<file path="src/rtl/nes_joypad_pkg.sv">
// Shared constants for the NES joypad responder: button indices, frame width, FSM encoding.
package nes_joypad_pkg;

  localparam int JP_BITS   = 8;

  localparam int BTN_A     = 0;
  localparam int BTN_B     = 1;
  localparam int BTN_SEL   = 2;
  localparam int BTN_START = 3;
  localparam int BTN_UP    = 4;
  localparam int BTN_DOWN  = 5;
  localparam int BTN_LEFT  = 6;
  localparam int BTN_RIGHT = 7;

  localparam logic [1:0] ST_IDLE  = 2'd0;
  localparam logic [1:0] ST_LOAD  = 2'd1;
  localparam logic [1:0] ST_SHIFT = 2'd2;
  localparam logic [1:0] ST_DONE  = 2'd3;

endpackage

</file>
<file path="src/rtl/jp_edge_filter.sv">
// Synchroniser chain plus run-length filter for one console strobe pin; emits the
// accepted level and single-cycle rise/fall pulses derived from it.
module jp_edge_filter #(
  parameter int   SYNC_STAGES = 2,
  parameter int   FILTER_LEN  = 3,
  parameter logic RESET_VAL   = 1'b0
) (
  input  logic clk,
  input  logic rst_n,
  input  logic din,
  output logic level,
  output logic rise,
  output logic fall
);

  localparam logic [3:0] RUN_LOAD = 4'(FILTER_LEN - 1);

  logic [SYNC_STAGES-1:0] sync;
  logic [3:0]             run_cnt;
  logic                   level_d;
  logic                   synced;

  assign synced = sync[SYNC_STAGES-1];

  always_ff @(posedge clk or negedge rst_n) begin
    if (!rst_n) begin
      sync    <= {SYNC_STAGES{RESET_VAL}};
      run_cnt <= RUN_LOAD;
      level   <= RESET_VAL;
      level_d <= RESET_VAL;
    end else begin
      sync    <= {sync[SYNC_STAGES-2:0], din};
      level_d <= level;
      // down-counter reloads on agreement; terminal count accepts the new level
      if (synced == level) begin
        run_cnt <= RUN_LOAD;
      end else if (run_cnt == 4'd0) begin
        level   <= synced;
        run_cnt <= RUN_LOAD;
      end else begin
        run_cnt <= run_cnt - 4'd1;
      end
    end
  end

  assign rise = level & ~level_d;
  assign fall = ~level & level_d;

endmodule

</file>
<file path="src/rtl/nes_joypad_responder.sv">
// Pad-side model of the NES 4021 shift register: conditions console strobes and
// board buttons, then serialises the latched button vector onto jp_data.
module nes_joypad_responder
  import nes_joypad_pkg::*;
#(
  parameter int SYNC_STAGES  = 2,
  parameter int FILTER_LEN   = 3,
  parameter int DEBOUNCE_CYC = 250000
) (
  input  logic               CLK_50MHZ,
  input  logic               reset,
  input  logic [JP_BITS-1:0] btn_n,
  input  logic               jp_latch,
  input  logic               jp_clk,
  output logic               jp_data,
  output logic [3:0]         bit_cnt,
  output logic               read_done,
  output logic [JP_BITS-1:0] snapshot_n
);

  // state | meaning
  // IDLE  | after reset, drive shift_reg[0] and wait for a latch
  // LOAD  | latch high, shift_reg follows debounced buttons
  // SHIFT | latch released, each clk rise shifts one bit out
  // DONE  | all 8 bits sent, data stays 1 until next latch

  logic latch_lvl, latch_rise, latch_fall;
  logic clk_lvl, clk_rise, clk_fall;
  logic unused_clk;

  jp_edge_filter #(.SYNC_STAGES(SYNC_STAGES), .FILTER_LEN(FILTER_LEN), .RESET_VAL(1'b0)) u_latch_flt (
    .clk(CLK_50MHZ), .rst_n(reset), .din(jp_latch),
    .level(latch_lvl), .rise(latch_rise), .fall(latch_fall)
  );

  jp_edge_filter #(.SYNC_STAGES(SYNC_STAGES), .FILTER_LEN(FILTER_LEN), .RESET_VAL(1'b1)) u_clk_flt (
    .clk(CLK_50MHZ), .rst_n(reset), .din(jp_clk),
    .level(clk_lvl), .rise(clk_rise), .fall(clk_fall)
  );

  assign unused_clk = clk_lvl ^ clk_fall;

  logic [SYNC_STAGES-1:0] btn_sync [JP_BITS];
  logic [JP_BITS-1:0]     btn_db;

  for (genvar g = 0; g < JP_BITS; g++) begin : g_btn
    always_ff @(posedge CLK_50MHZ or negedge reset) begin
      if (!reset) btn_sync[g] <= '1;
      else        btn_sync[g] <= {btn_sync[g][SYNC_STAGES-2:0], btn_n[g]};
    end

    if (DEBOUNCE_CYC == 0) begin : g_bypass
      assign btn_db[g] = btn_sync[g][SYNC_STAGES-1];
    end else begin : g_deb
      localparam int DB_W = (DEBOUNCE_CYC > 1) ? $clog2(DEBOUNCE_CYC) : 1;
      localparam logic [DB_W-1:0] DB_LOAD = DB_W'(DEBOUNCE_CYC - 1);
      logic [DB_W-1:0] db_cnt;
      logic            db_q;

      always_ff @(posedge CLK_50MHZ or negedge reset) begin
        if (!reset) begin
          db_cnt <= DB_LOAD;
          db_q   <= 1'b1;
        end else if (btn_sync[g][SYNC_STAGES-1] == db_q) begin
          db_cnt <= DB_LOAD;
        end else if (db_cnt == '0) begin
          db_q   <= btn_sync[g][SYNC_STAGES-1];
          db_cnt <= DB_LOAD;
        end else begin
          db_cnt <= db_cnt - 1'b1;
        end
      end

      assign btn_db[g] = db_q;
    end
  end

  logic [1:0]         state, state_nxt;
  logic [JP_BITS-1:0] shift_reg, sr_nxt, snap_nxt;
  logic [3:0]         cnt_nxt;
  logic               done_nxt;

  always_comb begin
    state_nxt = state;
    sr_nxt    = shift_reg;
    cnt_nxt   = bit_cnt;
    snap_nxt  = snapshot_n;
    done_nxt  = 1'b0;
    // a new latch always restarts the frame, abandoning any partial read silently
    if (latch_rise) begin
      state_nxt = ST_LOAD;
      sr_nxt    = btn_db;
      cnt_nxt   = 4'd0;
    end else begin
      case (state)
        ST_LOAD: begin
          sr_nxt  = btn_db;
          cnt_nxt = 4'd0;
          if (latch_fall) begin
            snap_nxt  = shift_reg;
            state_nxt = ST_SHIFT;
          end
        end
        ST_SHIFT: begin
          if (clk_rise && !latch_lvl) begin
            sr_nxt  = {1'b1, shift_reg[JP_BITS-1:1]};
            cnt_nxt = bit_cnt + 4'd1;
            if (bit_cnt == 4'd7) begin
              done_nxt  = 1'b1;
              state_nxt = ST_DONE;
            end
          end
        end
        ST_DONE: sr_nxt = '1;
        default: ;
      endcase
    end
  end

  always_ff @(posedge CLK_50MHZ or negedge reset) begin
    if (!reset) begin
      state      <= ST_IDLE;
      shift_reg  <= '1;
      snapshot_n <= '1;
      bit_cnt    <= 4'd0;
      read_done  <= 1'b0;
      jp_data    <= 1'b1;
    end else begin
      state      <= state_nxt;
      shift_reg  <= sr_nxt;
      snapshot_n <= snap_nxt;
      bit_cnt    <= cnt_nxt;
      read_done  <= done_nxt;
      jp_data    <= sr_nxt[0];
    end
  end

endmodule

</file>
<file path="config.mk">
export PLATFORM = sky130hd
export DESIGN_NAME = nes_joypad_responder
export DESIGN_NICKNAME = d
export VERILOG_FILES = /design/src/rtl/nes_joypad_pkg.sv /design/src/rtl/jp_edge_filter.sv /design/src/rtl/nes_joypad_responder.sv
export SDC_FILE = /design/constraint.sdc
export NUM_CORES = 1
export LEC_CHECK = 0
export ABC_AREA = 1
export CORE_MARGIN = 2
export CORE_UTILIZATION = 60
export CTS_BUF_LIST = sky130_fd_sc_hd__clkbuf_16
export DETAILED_ROUTE_END_ITERATION = 8
export PLACE_DENSITY = 0.78
export SLEW_MARGIN = 40
export SYNTH_ARGS = -nofsm -noshare
export SYNTH_HDL_FRONTEND = slang
export SYNTH_SLANG_ARGS = --single-unit
</file>
<file path="constraint.sdc">
create_clock -name CLK_50MHZ -period 1.89 [get_ports CLK_50MHZ]
set_input_delay 0.567 -clock CLK_50MHZ [delete_from_list [all_inputs] [get_ports CLK_50MHZ]]
set_output_delay 0.567 -clock CLK_50MHZ [all_outputs]
set_load 0.01 [all_outputs]
</file>
==> run metrics <==
Syn Area/Cell 8.512 µm²; Critical path buffers and inverters 1; largest net degree at the start of global routing 49; Die Y 137.3 µm; CP max stage delay 0.52 ns; kind of critical path flip-flop to output pin; worst hold slack 0.3524 ns; Seq pwr share 0.458; Gate power share 0.136; hpwl dp 13620 µm; Routed WL 20230 µm; CP Depth 1; clk_skew 0.01398 ns; Post-Synthesis Cell Area 10670 µm²; slowest CP cell dfstp_2; CP delay by family, top flip-flops; routed len/inst 13.21 µm; Top Registers g_btn.g_deb.db_cnt (144), btn_sync (16); adder and majority gate portion of the synthesized area 0.01642; Synth Area in Simple Gates 0.3288; Ys Warns 0; share of cells above drive strength 1 0.1991; fin crit share 0.9791; Port Buffers 25; GP Congestion 0.8561; setup_tns 0 ns; clk_lat worst skew 0.51 ns; Most flops, register g_btn.g_deb.db_cnt; Final ANT Viol Nets 0; startpoint types flip-flop; sequential area share after synthesis 0.5005; Final min period 1.850 ns; area grow syn2layout 11.64%; compound-gate portion of the synthesized area 0.03003; die footprint 18860 µm²; 1st-pass router iterations 5; Slew Viols, Final 0; critical path arrival 1.28 ns; Worst setup EP type output pin; Clock transition at path regs 0.06 ns; measured slew at the worst slew-check pin 0.4663 ns; grt total ovfl 0; Ports 26; maximum level of the CTS H-tree 1; Cells after Synth 1253; Max Cap Viol 0; Switching Share 0.2638; vias per cell 5.309; CTS tree yes; Cell Rows 48; Distinct cells, synth 33; Clock Path Buffers 3; Psw 2965 µW; Worst VDD drop 0.7243 mV; core footprint 17360 µm²; Initial Util 0.6145; Clock Sinks 207; Hold Path Class flip-flop to flip-flop; unrepaired setup endpoints after global routing no; root buf cell clkbuf_16; #FFs+latches synth 207; Ant. Diodes 0; vias in the first global route 7824; residual DRC count 0; routed via count 8128; non-filler cells, final 1531; status complete, no violations; GRT Total Usage 0.2234; internal power 8276 µW; Power per Cell Area 944.1 nW/µm²; Synth Area in XOR/XNOR 0.05737; DP Cell Count 1487; Leakage 0.005429 µW; Max Freq 540.4 MHz; Hold Fails Final Rpt 0; Crit path required time 1.32 ns; combinational family with the most area after synthesis simple AND/OR/NAND/NOR gates; Die Width 137.3 µm; worst relative slew slack 0.6876; Largest register FFs 144; hold path depth 0; first-pass GRT wire length 34890 µm; # setup viols final 0; clock buffer count from CTS 23; syn_nets 1279; fin nets 1315; Critical Path Fanout Max 2; clock network power share 0.405; drt initial violations 363; initial antenna violation count 0; worst reg2reg path depth 7; crit path cell chain dlygate4sd2_1; post-synthesis mux area share 0.001056
## repair_timing
item | in CTS | in global routing
gates resized for setup | 14 | 8
gates cloned | 0 | 0
hold buffers | 1 | 0
endpoints found under the setup margin | 14 | 8
buffers inserted | 1 | 0
endpoints found under the hold margin | 10 | 0
pin swaps | 0 | 0
## through the flow
step	utilization	instance area, µm²	setup slack (ns)	power (µW)
after floorplan	-	10670	0.5065	6245
after global placement	0.6409	11120	0.2922	6713
after detailed placement	0.6409	11120	0.1719	6778
after CTS	0.6854	11900	0.004115	11330
after global routing	0.6860	11910	0.004409	11750
final	0.6860	11910	0.03952	11240
## final timing paths
check	slack, ns	endpoint	start
worst min-delay path	0.35	btn_sync[1]	btn_sync[0]
min in group asynchronous	0.53	g_btn[0].g_deb.db_cnt[13]	reset
worst max register to register	0.17	g_btn[5].g_deb.db_cnt[6]	g_btn[5].g_deb.db_cnt[0]
worst max-delay path	0.04	snapshot_n[3]	snapshot_n[3]
worst min register to register	0.35	btn_sync[1]	btn_sync[0]
max in group asynchronous	0.68	g_btn[2].g_deb.db_cnt[3]	reset
## routing by layer
metal  track usage  part of all wire  vias to the layer above
li1              -                 -                     4093
met4       0.05097             0.018                        0
met5             0                 0                        -
met3       0.03311             0.031                       31
met1        0.2873              0.46                     3885
met2        0.3991              0.49                      119
## logic make-up (layout without fill, tap and decap cells)
| logic type | count (synthesis) | count (layout) |
|---|---|---|
| AOI/OAI and AO/OA | 59 | 59 |
| muxes | 1 | 1 |
| DFF | 207 | 207 |
| xor gates and xnor gates | 63 | 63 |
| buffers and inverters | 161 | 214 |
| and+or+nand+nor | 748 | 748 |
| adders and majority gates | 14 | 14 |
## placed cells by master (no fill, tap or decap), types with 28 or more instances in the layout
cell	instances
nand4_1	31
xnor2_1	28
dfstp_2	126
o21ai_0	41
nor3_1	38
nand2_1	228
nand3_1	154
dfrtp_1	81
inv_1	134
nor2_1	211
## synth_stat cells
| master | number | area [µm²] |
|---|---|---|
| a21oi_1 | 6 | 30.03 |
| and3_1 | 1 | 6.260 |
| buf_2 | 9 | 45.04 |
| buf_4 | 7 | 52.55 |
| buf_6 | 8 | 90.09 |
| dfrtp_1 | 81 | 2027 |
| dfstp_2 | 126 | 3311 |
| ha_1 | 14 | 175.2 |
| inv_1 | 129 | 484.2 |
| inv_2 | 8 | 30.03 |
| mux2_2 | 1 | 11.26 |
| nand2_1 | 228 | 855.8 |
| nand2_2 | 12 | 75.07 |
| nand3_1 | 154 | 770.7 |
| nand3_2 | 8 | 80.08 |
| nand3_4 | 4 | 70.07 |
| nand3b_1 | 13 | 97.59 |
| nand3b_2 | 1 | 11.26 |
| nand4_1 | 31 | 193.9 |
| nor2_1 | 211 | 792.0 |
| nor2_2 | 18 | 112.6 |
| nor2_4 | 14 | 157.7 |
| nor3_1 | 38 | 190.2 |
| o21a_1 | 1 | 7.510 |
| o21ai_0 | 41 | 205.2 |
| o21ai_1 | 2 | 10.01 |
| o21ai_4 | 1 | 16.27 |
| o21bai_1 | 1 | 7.510 |
| o22ai_1 | 7 | 43.79 |
| or2_2 | 15 | 93.84 |
| xnor2_1 | 28 | 245.2 |
| xnor2_2 | 8 | 130.1 |
| xor2_1 | 27 | 236.5 |
## cell type report
class / count / area, µm²
Multi-Input combinational cell: 885 / 4626
Inverter: 137 / 514.2
Timing Repair Buffer: 35 / 374.1
Tap cell: 225 / 281.5
Fill cell: 1341 / 5450
Clock buffer: 23 / 575.6
Clock inverter: 19 / 197.7
Sequential cell: 207 / 5338
## power by group through the flow
stage          clock, µW  sequential, µW  combinational (µW)
6_report            4560            5150                1530
5_1_grt             4810            5200                1740
4_1_cts             4630            5150                1550
3_5_place_dp           0            5220                1560
3_3_place_gp           0            5210                1510
2_1_floorplan          0            5210                1030
Power figures use the tool's default switching activity.
